**config.mk**
```make
export PLATFORM = sky130hd
export DESIGN_NAME = mem_arbiter_rr_flat
export DESIGN_NICKNAME = d
export VERILOG_FILES = /design/src/rtl/mem_arbiter_rr_if.sv /design/src/rtl/mem_arbiter_rr.sv /design/src/flat_wrapper.sv
export SDC_FILE = /design/constraint.sdc
export NUM_CORES = 1
export LEC_CHECK = 0
export CORE_AREA = 2 2 269 271
export DETAILED_ROUTE_END_ITERATION = 10
export DIE_AREA = 0 0 271 273
export GPL_ROUTABILITY_DRIVEN = 0
export SYNTH_ARGS = -nofsm -noshare
export SYNTH_HDL_FRONTEND = slang
export SYNTH_SLANG_ARGS = --single-unit
```
**constraint.sdc**
```tcl
create_clock -name clk_i -period 3 [get_ports clk_i]
set_input_delay 0.75 -clock clk_i [delete_from_list [all_inputs] [get_ports clk_i]]
set_output_delay 0.75 -clock clk_i [all_outputs]
set_load 0.05 [all_outputs]
```
**src/rtl/mem_arbiter_rr_if.sv**
```systemverilog
// mem_arbiter_rr_if: requester-side and memory-side req/gnt/rvalid bundle for the round-robin arbiter
interface mem_arbiter_rr_if #(
  parameter int NR_PORTS     = 3,
  parameter int ADDRESS_SIZE = 64,
  parameter int DATA_WIDTH   = 64
);
  logic [NR_PORTS*ADDRESS_SIZE-1:0]   req_address_i;
  logic [NR_PORTS*DATA_WIDTH-1:0]     req_wdata_i;
  logic [NR_PORTS-1:0]                req_we_i;
  logic [NR_PORTS*DATA_WIDTH/8-1:0]   req_be_i;
  logic [NR_PORTS-1:0]                req_valid_i;
  logic [NR_PORTS-1:0]                req_gnt_o;
  logic [NR_PORTS-1:0]                req_rvalid_o;
  logic [DATA_WIDTH-1:0]              req_rdata_o;
  logic [ADDRESS_SIZE-1:0]            mem_address_o;
  logic [DATA_WIDTH-1:0]              mem_wdata_o;
  logic                               mem_we_o;
  logic [DATA_WIDTH/8-1:0]            mem_be_o;
  logic                               mem_req_o;
  logic                               mem_gnt_i;
  logic                               mem_rvalid_i;
  logic [DATA_WIDTH-1:0]              mem_rdata_i;
  logic                               unexpected_rvalid_o;
  modport slave (
    input  req_address_i, req_wdata_i, req_we_i, req_be_i, req_valid_i,
           mem_gnt_i, mem_rvalid_i, mem_rdata_i,
    output req_gnt_o, req_rvalid_o, req_rdata_o, mem_address_o, mem_wdata_o,
           mem_we_o, mem_be_o, mem_req_o, unexpected_rvalid_o
  );
  modport master (
    output req_address_i, req_wdata_i, req_we_i, req_be_i, req_valid_i,
           mem_gnt_i, mem_rvalid_i, mem_rdata_i,
    input  req_gnt_o, req_rvalid_o, req_rdata_o, mem_address_o, mem_wdata_o,
           mem_we_o, mem_be_o, mem_req_o, unexpected_rvalid_o
  );
endinterface

```
**src/rtl/mem_arbiter_rr.sv**
```systemverilog
// mem_arbiter_rr: round-robin arbiter sharing one req/gnt/rvalid memory port among NR_PORTS requesters
module mem_arbiter_rr #(
  parameter int NR_PORTS        = 3,
  parameter int ADDRESS_SIZE    = 64,
  parameter int DATA_WIDTH      = 64,
  parameter int MAX_OUTSTANDING = 4
) (
  input logic             clk_i,
  input logic             rst_ni,
  mem_arbiter_rr_if.slave bus
);
  localparam int PW = $clog2(NR_PORTS);
  localparam int AW = MAX_OUTSTANDING > 1 ? $clog2(MAX_OUTSTANDING) : 1;
  localparam int CW = $clog2(MAX_OUTSTANDING + 1);
  localparam int BW = DATA_WIDTH / 8;
  typedef enum logic {ARB, HOLD} state_t;
  state_t          state;
  logic [PW-1:0]   rr_ptr, hold_idx, rr_sel, sel, head;
  logic [PW-1:0]   fifo [MAX_OUTSTANDING];
  logic [AW-1:0]   wr_ptr, rd_ptr;
  logic [CW-1:0]   count;
  logic            found, any_valid, mem_req, gnt, pop;
  int              idx;
  function automatic logic [AW-1:0] inc(input logic [AW-1:0] p);
    return (p == AW'(MAX_OUTSTANDING - 1)) ? '0 : p + 1'b1;
  endfunction
  always_comb begin
    rr_sel = rr_ptr;
    found  = 1'b0;
    idx    = 0;
    for (int i = 0; i < NR_PORTS; i++) begin
      idx = (int'(rr_ptr) + i) % NR_PORTS;
      if (!found && bus.req_valid_i[idx]) begin
        rr_sel = PW'(idx);
        found  = 1'b1;
      end
    end
  end
  // a stalled request stays locked to its port so payload cannot change under the memory
  assign sel       = (state == HOLD) ? hold_idx : rr_sel;
  assign any_valid = (state == HOLD) ? bus.req_valid_i[hold_idx] : |bus.req_valid_i;
  assign mem_req   = rst_ni && any_valid && (count < CW'(MAX_OUTSTANDING));
  assign gnt       = mem_req && bus.mem_gnt_i;
  assign pop       = rst_ni && bus.mem_rvalid_i && (count != '0);
  assign head      = fifo[rd_ptr];
  assign bus.mem_req_o           = mem_req;
  assign bus.mem_address_o       = mem_req ? bus.req_address_i[int'(sel)*ADDRESS_SIZE +: ADDRESS_SIZE] : '0;
  assign bus.mem_wdata_o         = mem_req ? bus.req_wdata_i[int'(sel)*DATA_WIDTH +: DATA_WIDTH] : '0;
  assign bus.mem_be_o            = mem_req ? bus.req_be_i[int'(sel)*BW +: BW] : '0;
  assign bus.mem_we_o            = mem_req && bus.req_we_i[sel];
  assign bus.req_gnt_o           = gnt ? NR_PORTS'(1) << sel : '0;
  assign bus.req_rvalid_o        = pop ? NR_PORTS'(1) << head : '0;
  assign bus.req_rdata_o         = rst_ni ? bus.mem_rdata_i : '0;
  assign bus.unexpected_rvalid_o = rst_ni && bus.mem_rvalid_i && (count == '0);
  always_ff @(posedge clk_i) begin
    if (!rst_ni) begin
      state    <= ARB;
      rr_ptr   <= '0;
      hold_idx <= '0;
      wr_ptr   <= '0;
      rd_ptr   <= '0;
      count    <= '0;
    end else begin
      if (gnt) begin
        fifo[wr_ptr] <= sel;
        wr_ptr       <= inc(wr_ptr);
        rr_ptr       <= (sel == PW'(NR_PORTS - 1)) ? '0 : sel + 1'b1;
        state        <= ARB;
      end else if (state == ARB && mem_req) begin
        state    <= HOLD;
        hold_idx <= sel;
      end else if (state == HOLD && !bus.req_valid_i[hold_idx]) begin
        state <= ARB;
      end
      if (pop) rd_ptr <= inc(rd_ptr);
      count <= count + CW'(gnt) - CW'(pop);
    end
  end
endmodule
```
**src/flat_wrapper.sv**
```systemverilog
// flat-port wrapper written by rule: the top's interface ports become plain ports
module mem_arbiter_rr_flat 
#(
  parameter int NR_PORTS        = 3,
  parameter int ADDRESS_SIZE    = 64,
  parameter int DATA_WIDTH      = 64,
  parameter int MAX_OUTSTANDING = 4
)
  (clk_i, rst_ni, bus_req_address_i, bus_req_wdata_i, bus_req_we_i, bus_req_be_i, bus_req_valid_i, bus_mem_gnt_i, bus_mem_rvalid_i, bus_mem_rdata_i, bus_req_gnt_o, bus_req_rvalid_o, bus_req_rdata_o, bus_mem_address_o, bus_mem_wdata_o, bus_mem_we_o, bus_mem_be_o, bus_mem_req_o, bus_unexpected_rvalid_o);
  mem_arbiter_rr_if #(.NR_PORTS(NR_PORTS), .ADDRESS_SIZE(ADDRESS_SIZE), .DATA_WIDTH(DATA_WIDTH)) bus_i ();
  input logic clk_i;
  input logic rst_ni;
  input wire logic [$bits(bus_i.req_address_i)-1:0] bus_req_address_i;
  input wire logic [$bits(bus_i.req_wdata_i)-1:0] bus_req_wdata_i;
  input wire logic [$bits(bus_i.req_we_i)-1:0] bus_req_we_i;
  input wire logic [$bits(bus_i.req_be_i)-1:0] bus_req_be_i;
  input wire logic [$bits(bus_i.req_valid_i)-1:0] bus_req_valid_i;
  input wire logic [$bits(bus_i.mem_gnt_i)-1:0] bus_mem_gnt_i;
  input wire logic [$bits(bus_i.mem_rvalid_i)-1:0] bus_mem_rvalid_i;
  input wire logic [$bits(bus_i.mem_rdata_i)-1:0] bus_mem_rdata_i;
  output wire logic [$bits(bus_i.req_gnt_o)-1:0] bus_req_gnt_o;
  output wire logic [$bits(bus_i.req_rvalid_o)-1:0] bus_req_rvalid_o;
  output wire logic [$bits(bus_i.req_rdata_o)-1:0] bus_req_rdata_o;
  output wire logic [$bits(bus_i.mem_address_o)-1:0] bus_mem_address_o;
  output wire logic [$bits(bus_i.mem_wdata_o)-1:0] bus_mem_wdata_o;
  output wire logic [$bits(bus_i.mem_we_o)-1:0] bus_mem_we_o;
  output wire logic [$bits(bus_i.mem_be_o)-1:0] bus_mem_be_o;
  output wire logic [$bits(bus_i.mem_req_o)-1:0] bus_mem_req_o;
  output wire logic [$bits(bus_i.unexpected_rvalid_o)-1:0] bus_unexpected_rvalid_o;
  assign bus_i.req_address_i = bus_req_address_i;
  assign bus_i.req_wdata_i = bus_req_wdata_i;
  assign bus_i.req_we_i = bus_req_we_i;
  assign bus_i.req_be_i = bus_req_be_i;
  assign bus_i.req_valid_i = bus_req_valid_i;
  assign bus_i.mem_gnt_i = bus_mem_gnt_i;
  assign bus_i.mem_rvalid_i = bus_mem_rvalid_i;
  assign bus_i.mem_rdata_i = bus_mem_rdata_i;
  assign bus_req_gnt_o = bus_i.req_gnt_o;
  assign bus_req_rvalid_o = bus_i.req_rvalid_o;
  assign bus_req_rdata_o = bus_i.req_rdata_o;
  assign bus_mem_address_o = bus_i.mem_address_o;
  assign bus_mem_wdata_o = bus_i.mem_wdata_o;
  assign bus_mem_we_o = bus_i.mem_we_o;
  assign bus_mem_be_o = bus_i.mem_be_o;
  assign bus_mem_req_o = bus_i.mem_req_o;
  assign bus_unexpected_rvalid_o = bus_i.unexpected_rvalid_o;
  mem_arbiter_rr #(.NR_PORTS(NR_PORTS), .ADDRESS_SIZE(ADDRESS_SIZE), .DATA_WIDTH(DATA_WIDTH), .MAX_OUTSTANDING(MAX_OUTSTANDING)) u_core (.clk_i(clk_i), .rst_ni(rst_ni), .bus(bus_i));
endmodule
```
==> impl_results.html, run 1 <==
<table>
<tr><th>Metric</th><th>Value</th></tr>
<tr><th colspan="2">Clocking</th></tr>
<tr><td>TritonCTS clock tree</td><td>done</td></tr>
<tr><td>Buffer type at the clock tree root</td><td>clkbuf_16</td></tr>
<tr><td>TritonCTS sink count</td><td>22</td></tr>
<tr><td>H-tree lvl count</td><td>1</td></tr>
<tr><td>Clock edge transition at the registers on the reported setup and hold paths</td><td>0.06 ns</td></tr>
<tr><td>Number of buffers on the longest clock path</td><td>2</td></tr>
<tr><td>Hold buffer count at cts</td><td>0</td></tr>
<tr><td>Insertion delay of the later-clocked pin in the worst-skew pair</td><td>0.25 ns</td></tr>
<tr><td>Inserted Clock Buffers</td><td>3</td></tr>
<tr><th colspan="2">Floorplanning</th></tr>
<tr><td>Number of standard-cell rows in the floorplan</td><td>between 90 and 100</td></tr>
<tr><td>Overall die height</td><td>273 um</td></tr>
<tr><td>Starting Density</td><td>0.0806</td></tr>
<tr><td>Total die area</td><td>approximately 0.074 sq mm</td></tr>
<tr><td>Num ports</td><td>691</td></tr>
<tr><td>Chip Width</td><td>271 um</td></tr>
<tr><td>Core outline area</td><td>0.0710 sq mm</td></tr>
<tr><th colspan="2">Place</th></tr>
<tr><td>DP HPWL</td><td>between 40000 and 50000 um</td></tr>
<tr><td>Count of buffers inserted at the top-level ports</td><td>690</td></tr>
<tr><th colspan="2">STA</th></tr>
<tr><td>Final worst clock skew</td><td>between 0.003 and 0.004 ns</td></tr>
<tr><td>Hold slack final</td><td>0.505 ns</td></tr>
<tr><td>Final TNS setup</td><td>-86.66 ns</td></tr>
<tr><td>RSZ-0062 raised after global routing</td><td>yes</td></tr>
<tr><td>Setup violation total in the final timing report</td><td>140</td></tr>
<tr><td>Pin slew with the least headroom to its limit</td><td>roughly 0.45 ns</td></tr>
<tr><td>Final number of hold-violating endpoints</td><td>0</td></tr>
<tr><td>Final Max Slew Viols</td><td>0</td></tr>
<tr><td>Fmax</td><td>270 MHz</td></tr>
<tr><td>Post-route setup slack</td><td>-0.702 ns</td></tr>
<tr><td>Final critical-path share of the clock period</td><td>1.23</td></tr>
<tr><td>Final worst path period need</td><td>around 3.7 ns</td></tr>
<tr><td>Headroom to the max-slew limit</td><td>0.701</td></tr>
<tr><th colspan="2">Worst setup path</th></tr>
<tr><td>Cell with the largest stage delay on the worst path</td><td>mux2_4</td></tr>
<tr><td>Crit path buf inv count</td><td>5</td></tr>
<tr><td>Worst-case register-to-register setup slack</td><td>roughly 0.43 ns</td></tr>
<tr><td>Critical register-to-register path endpoint</td><td>u_core.count[2]</td></tr>
<tr><td>Critical Path Start Type</td><td>flop</td></tr>
<tr><td>CP cell instances</td><td>buf_4 &gt; ha_4 &gt; mux2_4 &gt; a211oi_4 &gt; o221ai_2 &gt; nand3_4 &gt; buf_12 &gt; clkbuf_16 &gt; buf_4 &gt; mux2i_1 &gt; o2bb2ai_4 &gt; buf_12</td></tr>
<tr><td>Critical Path Max Stage Delay</td><td>between 0.3 and 0.4 ns</td></tr>
<tr><td>Required time reported for the critical path endpoint</td><td>2.25 ns</td></tr>
<tr><td>Maximum fanout along the worst path</td><td>6</td></tr>
<tr><td>Critical path type</td><td>reg2out</td></tr>
<tr><td>Data arrival, critical path</td><td>around 3.0 ns</td></tr>
<tr><td>Reg-to-Reg Start</td><td>u_core.state</td></tr>
<tr><td>Number of cells on the worst reg-to-reg path</td><td>12</td></tr>
<tr><td>CP Capture Point</td><td>bus_mem_wdata_o[11]</td></tr>
<tr><td>Total stage count of the critical path</td><td>12</td></tr>
<tr><td>Family of cells with the greatest summed delay on the critical path</td><td>buffers and inverters</td></tr>
<tr><td>Launching instance or port of the critical path</td><td>u_core.rr_ptr[0]</td></tr>
<tr><td>Nature of the critical path endpoint</td><td>primary output</td></tr>
<tr><th colspan="2">Pwr</th></tr>
<tr><td>Power share of the clock group</td><td>0.023</td></tr>
<tr><td>Net switching power figure</td><td>between 0.007 and 0.008 W</td></tr>
<tr><td>PnR Total Power</td><td>between 0.015 and 0.02 W</td></tr>
<tr><td>Max VDD drop</td><td>a little over 0.5 mV</td></tr>
<tr><td>Net switching share of the total power</td><td>0.473</td></tr>
<tr><td>Internal power contribution</td><td>~0.0088 W</td></tr>
<tr><td>Static Leak</td><td>7.32 nW</td></tr>
<tr><td>Fraction of power consumed by sequential logic</td><td>0.026</td></tr>
<tr><td>Power density of the placed cells</td><td>just over 800 mW/mm^2</td></tr>
<tr><td>Portion of total power attributed to combinational logic</td><td>0.952</td></tr>
<tr><th colspan="2">Synth</th></tr>
<tr><td>Flop and latch count out of synthesis</td><td>22</td></tr>
<tr><td>Net count after synthesis</td><td>approximately 1.0k</td></tr>
<tr><td>Most common cell in the netlist</td><td>mux2i_1</td></tr>
<tr><td>Post-synth top area cell</td><td>o2bb2ai_2</td></tr>
<tr><td>Fraction of the yosys area taken by sequential cells</td><td>0.0909</td></tr>
<tr><td>FFs w/ async S/R, synth</td><td>0</td></tr>
<tr><td>Dominant register cell in the synthesized netlist</td><td>dfxtp_1</td></tr>
<tr><td>Netlist Area Pre-Place</td><td>0.00572 sq mm</td></tr>
<tr><td>Synth unique cells</td><td>56</td></tr>
<tr><td>Number of enable-type register cells in the synthesized netlist</td><td>8</td></tr>
<tr><td>Mean post-synth cell area</td><td>about 11 sq um</td></tr>
<tr><td>Area fraction of the dominant cell type after synthesis</td><td>0.341</td></tr>
<tr><td>Leading cell types by total area after synthesis</td><td>o2bb2ai_2, mux2i_1, and2_1</td></tr>
<tr><td>Post-synth top cells</td><td>mux2i_1, o2bb2ai_2, and2_1, buf_6, dfxtp_1</td></tr>
<tr><td>Yosys warning total</td><td>0</td></tr>
<tr><td>Gate Count Post-Synth</td><td>534</td></tr>
<tr><th colspan="2">Global route</th></tr>
<tr><td>Remaining global-route overflow</td><td>0</td></tr>
<tr><td>Global-route wire length before repair</td><td>around 65000 um</td></tr>
<tr><td>Global-route total usage across every layer</td><td>0.121</td></tr>
<tr><td>Pin count of the biggest net entering global routing</td><td>78</td></tr>
<tr><td>Initial antenna violation count</td><td>18</td></tr>
<tr><td>Number of global-route vias before repair</td><td>roughly 9k</td></tr>
<tr><th colspan="2">Outcome</th></tr>
<tr><td>Status</td><td>finished, violations left</td></tr>
<tr><td>Violations in the final reports</td><td>setup timing</td></tr>
<tr><th colspan="2">Layout</th></tr>
<tr><td>Fraction of final layout cells with drive strength greater than 1</td><td>0.490</td></tr>
<tr><td>Net count reported at finish</td><td>about 1.9k</td></tr>
<tr><td>Synthesis-to-layout area growth</td><td>255%</td></tr>
<tr><th colspan="2">Worst hold path</th></tr>
<tr><td>Path type of the worst min-delay path</td><td>reg2reg</td></tr>
<tr><td>Number of stages on the worst hold path</td><td>2</td></tr>
<tr><th colspan="2">Flow run</th></tr>
<tr><td>Max cap viols</td><td>0</td></tr>
<tr><th colspan="2">Drt</th></tr>
<tr><td>Remaining routing DRC violations</td><td>0</td></tr>
<tr><td>Total routed wirelength</td><td>slightly below 50000 um</td></tr>
<tr><td>ANT nets after route</td><td>0</td></tr>
<tr><td>Avg Vias per Cell</td><td>roughly 3.5</td></tr>
<tr><td>Number of DRC markers after the initial detailed-route iteration</td><td>~220</td></tr>
<tr><td>TritonRoute pass-1 iters</td><td>4</td></tr>
<tr><td>Per-cell routed wire length</td><td>around 21 um</td></tr>
<tr><td>Vias after detailed routing</td><td>a little over 8k</td></tr>
</table>
flip-flops by register name, indices dropped and copies added, names as in the netlist, named ones only:
name	count
u_core.fifo	8
u_core.hold_idx	2
u_core.wr_ptr	2
u_core.rd_ptr	2
u_core.rr_ptr	2
u_core.count	3
u_core.state	1
logic make-up after synthesis:
group | Yosys count | share of synthesized area
and+or+nand+nor | 123 | 0.129
xor gates and xnor gates | 2 | 0.00306
DFF | 22 | 0.0909
muxes | 144 | 0.257
buffers and inverters | 70 | 0.103
AOI/OAI and AO/OA | 161 | 0.389
adders and majority gates | 12 | 0.0275
through the flow:
stage	cell area [sq um]	util	worst slack, ns	cells
after floorplan	6470	-	-0.341	534
after global routing	20300	0.286	-0.813	2339
after global placement	17200	0.242	-1.35	2254
after detailed placement	17200	0.242	-1.39	2254
final	20300	0.286	-0.702	2340
after CTS	19000	0.268	-0.753	2302
cell usage in the layout (no fill, tap or decap), types with 3 or more instances in the layout:
master / synthesis / final
dfxtp_1: 14 / 12
mux2i_4: 0 / 41
buf_2: 3 / 3
ha_4: 0 / 3
edfxtp_1: 8 / 8
o2bb2ai_2: 130 / 25
buf_4: 7 / 120
clkdlybuf4s50_1: 0 / 477
nand2_1: 13 / 11
buf_6: 21 / 26
buf_16: 0 / 12
diode_2: 0 / 9
nor2_1: 10 / 8
nor2b_1: 6 / 5
mux2i_2: 0 / 31
inv_1: 13 / 10
o2bb2ai_4: 0 / 113
ha_1: 11 / 8
mux2i_1: 140 / 68
buf_8: 10 / 15
buf_12: 0 / 237
clkbuf_16: 0 / 9
nor3_1: 5 / 4
and3_1: 4 / 4
and2_1: 66 / 66
power groups by stage:
stage,Clock [W],Sequential (W),Combinational [W]
finish,0.000376,0.000431,0.0158
global route,0.000395,0.000440,0.0165
CTS,0.000382,0.000431,0.0145
detailed placement,0,0.000433,0.0127
global placement,0,0.000429,0.0126
floorplan,0,0.000431,0.00657
how the worst min path moves through the flow:
stage / end / slack, ns / from
after floorplan: flop / 0.45 / u_core.rd_ptr[1]
after global placement: flop / 0.46 / u_core.rd_ptr[1]
after detailed placement: u_core.rd_ptr[0] / 0.49 / u_core.rd_ptr[0]
after CTS: flop / 0.50 / u_core.rd_ptr[0]
after global routing: u_core.rd_ptr[0] / 0.54 / u_core.rd_ptr[0]
final: flop / 0.50 / u_core.rd_ptr[1]
worst min-delay path: cells and delay by family (launching register included):
kind             cells  cell delay (ns)
DFF                  1             0.31
and+or+nand+nor      2             0.13
routing by layer:
metal	track usage	part of all wire	routed length, um
met2	0.239	0.55	26900
met1	0.121	0.33	16200
met3	0.0380	0.097	4760
met5	0	0.00069	34
met4	0.0297	0.027	1320
cell type report:
type	count	area (sq um)
repair buffers	898	11500
flip-flops and latches	22	523
clock inverters	1	30.0
fillers	7073	50700
well taps	950	1190
multi-input cells	443	6900
diodes	9	22.5
clock buffers	3	75.1
inverters	14	57.6
repair_timing:
item	in CTS	in global routing
gates cloned	12	6
gates resized for setup	198	135
pin swaps	24	38
buffers inserted	33	25
endpoints found under the setup margin	146	144
No activity file was read; power rests on OpenSTA's default activity.
==> run 2: changes to the inputs <==
Clock period 3 ns to 4 ns, I/O delays scaled along.
==> impl_results.html, run 2 (synthesis gave the netlist of run 1 again) <==
<table>
<tr><th>Metric</th><th>Value</th></tr>
<tr><th colspan="2">STA</th></tr>
<tr><td>Headroom to the max-slew limit</td><td>0.447 (-0.254)</td></tr>
<tr><td>Hold slack final</td><td>0.498 ns (-0.00648 ns)</td></tr>
<tr><td>Final critical-path share of the clock period</td><td>1.03</td></tr>
<tr><td>Post-route setup slack</td><td>-0.101 ns (+0.601 ns)</td></tr>
<tr><td>Final TNS setup</td><td>-5.41 ns (+81.25 ns)</td></tr>
<tr><td>Final Max Slew Viols</td><td>0 (unchanged)</td></tr>
<tr><td>Final worst clock skew</td><td>0.00146 ns (-0.00187 ns)</td></tr>
<tr><td>Setup violation total in the final timing report</td><td>125 (-11%)</td></tr>
<tr><td>Final worst path period need</td><td>approximately 4 ns</td></tr>
<tr><td>Fmax</td><td>about 240 MHz</td></tr>
<tr><td>RSZ-0062 raised after global routing</td><td>yes</td></tr>
<tr><td>Pin slew with the least headroom to its limit</td><td>0.817 ns (+0.368 ns)</td></tr>
<tr><td>Final number of hold-violating endpoints</td><td>0 (unchanged)</td></tr>
<tr><th colspan="2">Layout</th></tr>
<tr><td>Finished Core Util</td><td>0.255 (-0.0308)</td></tr>
<tr><td>Net count reported at finish</td><td>1786 (-4.8%)</td></tr>
<tr><td>Synthesis-to-layout area growth</td><td>217%</td></tr>
<tr><td>Largest regs</td><td>u_core.fifo: 8 flops, u_core.count: 3 flops</td></tr>
<tr><td>Multi-input gate area</td><td>0.00635 sq mm (-8.0%)</td></tr>
<tr><td>Top reg by flops</td><td>u_core.fifo</td></tr>
<tr><td>Commonest non-fill, non-tap cells in the layout</td><td>clkdlybuf4s50_1, buf_12, buf_4</td></tr>
<tr><td>Fraction of final layout cells with drive strength greater than 1</td><td>0.452 (-0.0379)</td></tr>
<tr><td>Number of filler cells placed in the layout</td><td>7234 (+2.3%)</td></tr>
<tr><td>Most common cell after layout, fill and taps aside</td><td>clkdlybuf4s50_1</td></tr>
<tr><td>Number of flip-flops in the largest register</td><td>8 (unchanged)</td></tr>
<tr><td>Sequential cell area</td><td>522 sq um (-0.24%)</td></tr>
<tr><td>Non-filler cells, final</td><td>2253 (-3.7%)</td></tr>
<tr><th colspan="2">Drt</th></tr>
<tr><td>Remaining routing DRC violations</td><td>0 (unchanged)</td></tr>
<tr><td>Total routed wirelength</td><td>48400 um (-1.8%)</td></tr>
<tr><td>Avg Vias per Cell</td><td>3.48 (-0.38%)</td></tr>
<tr><td>Number of DRC markers after the initial detailed-route iteration</td><td>158 (-27%)</td></tr>
<tr><td>ANT nets after route</td><td>0 (unchanged)</td></tr>
<tr><td>Total met3 wirelength after detailed routing</td><td>4120 um (-13%)</td></tr>
<tr><td>Highest routing layer actually used</td><td>met5</td></tr>
<tr><td>Length of routed wiring on met1</td><td>16200 um (+0.16%)</td></tr>
<tr><td>TritonRoute pass-1 iters</td><td>4 (unchanged)</td></tr>
<tr><td>Routed length on met2</td><td>26000 um (-3.4%)</td></tr>
<tr><td>Per-cell routed wire length</td><td>21.5 um (+2.0%)</td></tr>
<tr><td>Vias after detailed routing</td><td>7830 (-4.1%)</td></tr>
<tr><th colspan="2">Clocking</th></tr>
<tr><td>Inserted Clock Buffers</td><td>3 (unchanged)</td></tr>
<tr><td>TritonCTS sink count</td><td>22 (unchanged)</td></tr>
<tr><td>Clock edge transition at the registers on the reported setup and hold paths</td><td>0.06 ns (about the same)</td></tr>
<tr><td>H-tree lvl count</td><td>1 (unchanged)</td></tr>
<tr><td>Buffer type at the clock tree root</td><td>clkbuf_16</td></tr>
<tr><td>Number of buffers on the longest clock path</td><td>2 (unchanged)</td></tr>
<tr><td>Hold buffer count at cts</td><td>0 (unchanged)</td></tr>
<tr><td>TritonCTS clock tree</td><td>done</td></tr>
<tr><td>Insertion delay of the later-clocked pin in the worst-skew pair</td><td>0.25 ns (about the same)</td></tr>
<tr><th colspan="2">Pwr</th></tr>
<tr><td>Static Leak</td><td>6.44 nW (-12%)</td></tr>
<tr><td>Internal power contribution</td><td>0.00581 W (-34%)</td></tr>
<tr><td>Fraction of power consumed by sequential logic</td><td>0.029 (+0.003)</td></tr>
<tr><td>Power share of the clock group</td><td>0.025 (+0.002)</td></tr>
<tr><td>PnR Total Power</td><td>0.0113 W (-32%)</td></tr>
<tr><td>Max VDD drop</td><td>0.390 mV (-25%)</td></tr>
<tr><td>Portion of total power attributed to combinational logic</td><td>0.946 (-0.006)</td></tr>
<tr><td>Net switching share of the total power</td><td>0.485 (+0.0119)</td></tr>
<tr><td>Power density of the placed cells</td><td>623 mW/mm^2 (-24%)</td></tr>
<tr><td>Net switching power figure</td><td>0.00547 W (-31%)</td></tr>
<tr><th colspan="2">Floorplanning</th></tr>
<tr><td>Num ports</td><td>691 (unchanged)</td></tr>
<tr><td>Core outline area</td><td>0.0710 sq mm (unchanged)</td></tr>
<tr><td>Number of standard-cell rows in the floorplan</td><td>98 (unchanged)</td></tr>
<tr><td>Overall die height</td><td>273 um (unchanged)</td></tr>
<tr><td>Total die area</td><td>0.0740 sq mm (unchanged)</td></tr>
<tr><td>Chip Width</td><td>271 um (unchanged)</td></tr>
<tr><td>Starting Density</td><td>0.0806 (unchanged)</td></tr>
<tr><th colspan="2">Worst setup path</th></tr>
<tr><td>Reg-to-Reg Start</td><td>u_core.state</td></tr>
<tr><td>Critical Path Start Type</td><td>input pin</td></tr>
<tr><td>Worst-case register-to-register setup slack</td><td>1.24 ns (+0.81 ns)</td></tr>
<tr><td>Nature of the critical path endpoint</td><td>primary output</td></tr>
<tr><td>Critical path type</td><td>in2out</td></tr>
<tr><td>Number of cells on the worst reg-to-reg path</td><td>13 (+1)</td></tr>
<tr><td>Critical register-to-register path endpoint</td><td>u_core.count[2]</td></tr>
<tr><td>Maximum fanout along the worst path</td><td>17 (+11)</td></tr>
<tr><td>Data arrival, critical path</td><td>3.10 ns (+0.15 ns)</td></tr>
<tr><td>Required time reported for the critical path endpoint</td><td>3.00 ns (+0.75 ns)</td></tr>
<tr><th colspan="2">Global route</th></tr>
<tr><td>Number of global-route vias before repair</td><td>8708 (-2.5%)</td></tr>
<tr><td>Remaining global-route overflow</td><td>0 (unchanged)</td></tr>
<tr><td>Global-route wire length before repair</td><td>62500 um (-3.3%)</td></tr>
<tr><td>Pin count of the biggest net entering global routing</td><td>74 (-5.1%)</td></tr>
<tr><td>Initial antenna violation count</td><td>20 (+2)</td></tr>
<tr><td>Global-route total usage across every layer</td><td>0.117 (-0.00367)</td></tr>
<tr><th colspan="2">Worst hold path</th></tr>
<tr><td>Startpoint of the tightest hold check path</td><td>u_core.rd_ptr[1]</td></tr>
<tr><td>End point of the worst hold path</td><td>u_core.rd_ptr[1]</td></tr>
<tr><td>Path type of the worst min-delay path</td><td>reg2reg</td></tr>
<tr><td>Number of stages on the worst hold path</td><td>2 (unchanged)</td></tr>
<tr><th colspan="2">Outcome</th></tr>
<tr><td>Violations in the final reports</td><td>setup timing</td></tr>
<tr><td>Status</td><td>finished, violations left</td></tr>
<tr><th colspan="2">Place</th></tr>
<tr><td>Count of buffers inserted at the top-level ports</td><td>690 (unchanged)</td></tr>
<tr><td>DP HPWL</td><td>39200 um (-4.1%)</td></tr>
<tr><td>Placed instance count</td><td>2205 (-2.2%)</td></tr>
<tr><th colspan="2">Flow run</th></tr>
<tr><td>Max cap viols</td><td>0 (unchanged)</td></tr>
</table>
-- run 2: worst max path at each step --
| stage | to | depth (start not counted) | slack, ns | startpoint |
|---|---|---|---|---|
| 2_1_floorplan | bus_mem_address_o[63] | 7 | 0.01 | bus_req_valid_i[1] |
| 3_3_place_gp | bus_mem_we_o | 10 | -0.62 | bus_req_valid_i[2] |
| 3_5_place_dp | bus_mem_we_o | 10 | -0.67 | bus_req_valid_i[2] |
| 4_1_cts | bus_mem_be_o[0] | 12 | -0.09 | bus_req_valid_i[0] |
| 5_1_grt | bus_mem_wdata_o[63] | 12 | -0.17 | bus_req_valid_i[0] |
| 6_report | bus_mem_wdata_o[55] | 10 | -0.10 | bus_req_valid_i[0] |
-- run 2: power by group through the flow --
stage	combinational [W]	sequential, W	clock [W]
finish	0.0107	0.000328	0.000277
global route	0.0111	0.000334	0.000292
CTS	0.00975	0.000328	0.000284
detailed placement	0.00860	0.000331	0
global placement	0.00854	0.000329	0
floorplan	0.00457	0.000318	0
-- run 2: layer usage --
layer	track usage	up-vias
li1	-	3610
met1	0.116	3666
met2	0.228	477
met3	0.0330	73
met4	0.0448	4
met5	0	-
-- run 2: timing repair --
| item | 4_1_cts | 5_1_grt |
|---|---|---|
| gates cloned | 8 | 5 |
| gates resized for setup | 171 | 134 |
| endpoints found under the setup margin | 140 | 137 |
| pin swaps | 8 | 3 |
| buffers inserted | 18 | 9 |
-- run 2: metrics by stage --
step	worst slack, ns	cell area [sq um]
after floorplan	0.0148	5740
after global placement	-0.625	15400
after detailed placement	-0.669	15400
after CTS	-0.0887	17100
after global routing	-0.174	18100
final	-0.101	18100
-- run 2: cell type report --
type	count	share of cell area
antenna	12	0.00166
clock buffer	3	0.00414
clock inverter	1	0.00166
inverter	14	0.00290
multi-input combinational	442	0.351
sequential	22	0.0288
tap	950	0.0656
timing repair buffer	809	0.545
-- run 2: worst max-delay path: stages --
cell and delay, ns:
buf_8 0.11, buf_4 0.14, nor4bb_4 0.28, o211ai_2 0.14, a32o_2 0.31, or2_4 0.29
buf_12 0.17, buf_12 0.21, o2bb2ai_2 0.21, buf_12 0.16
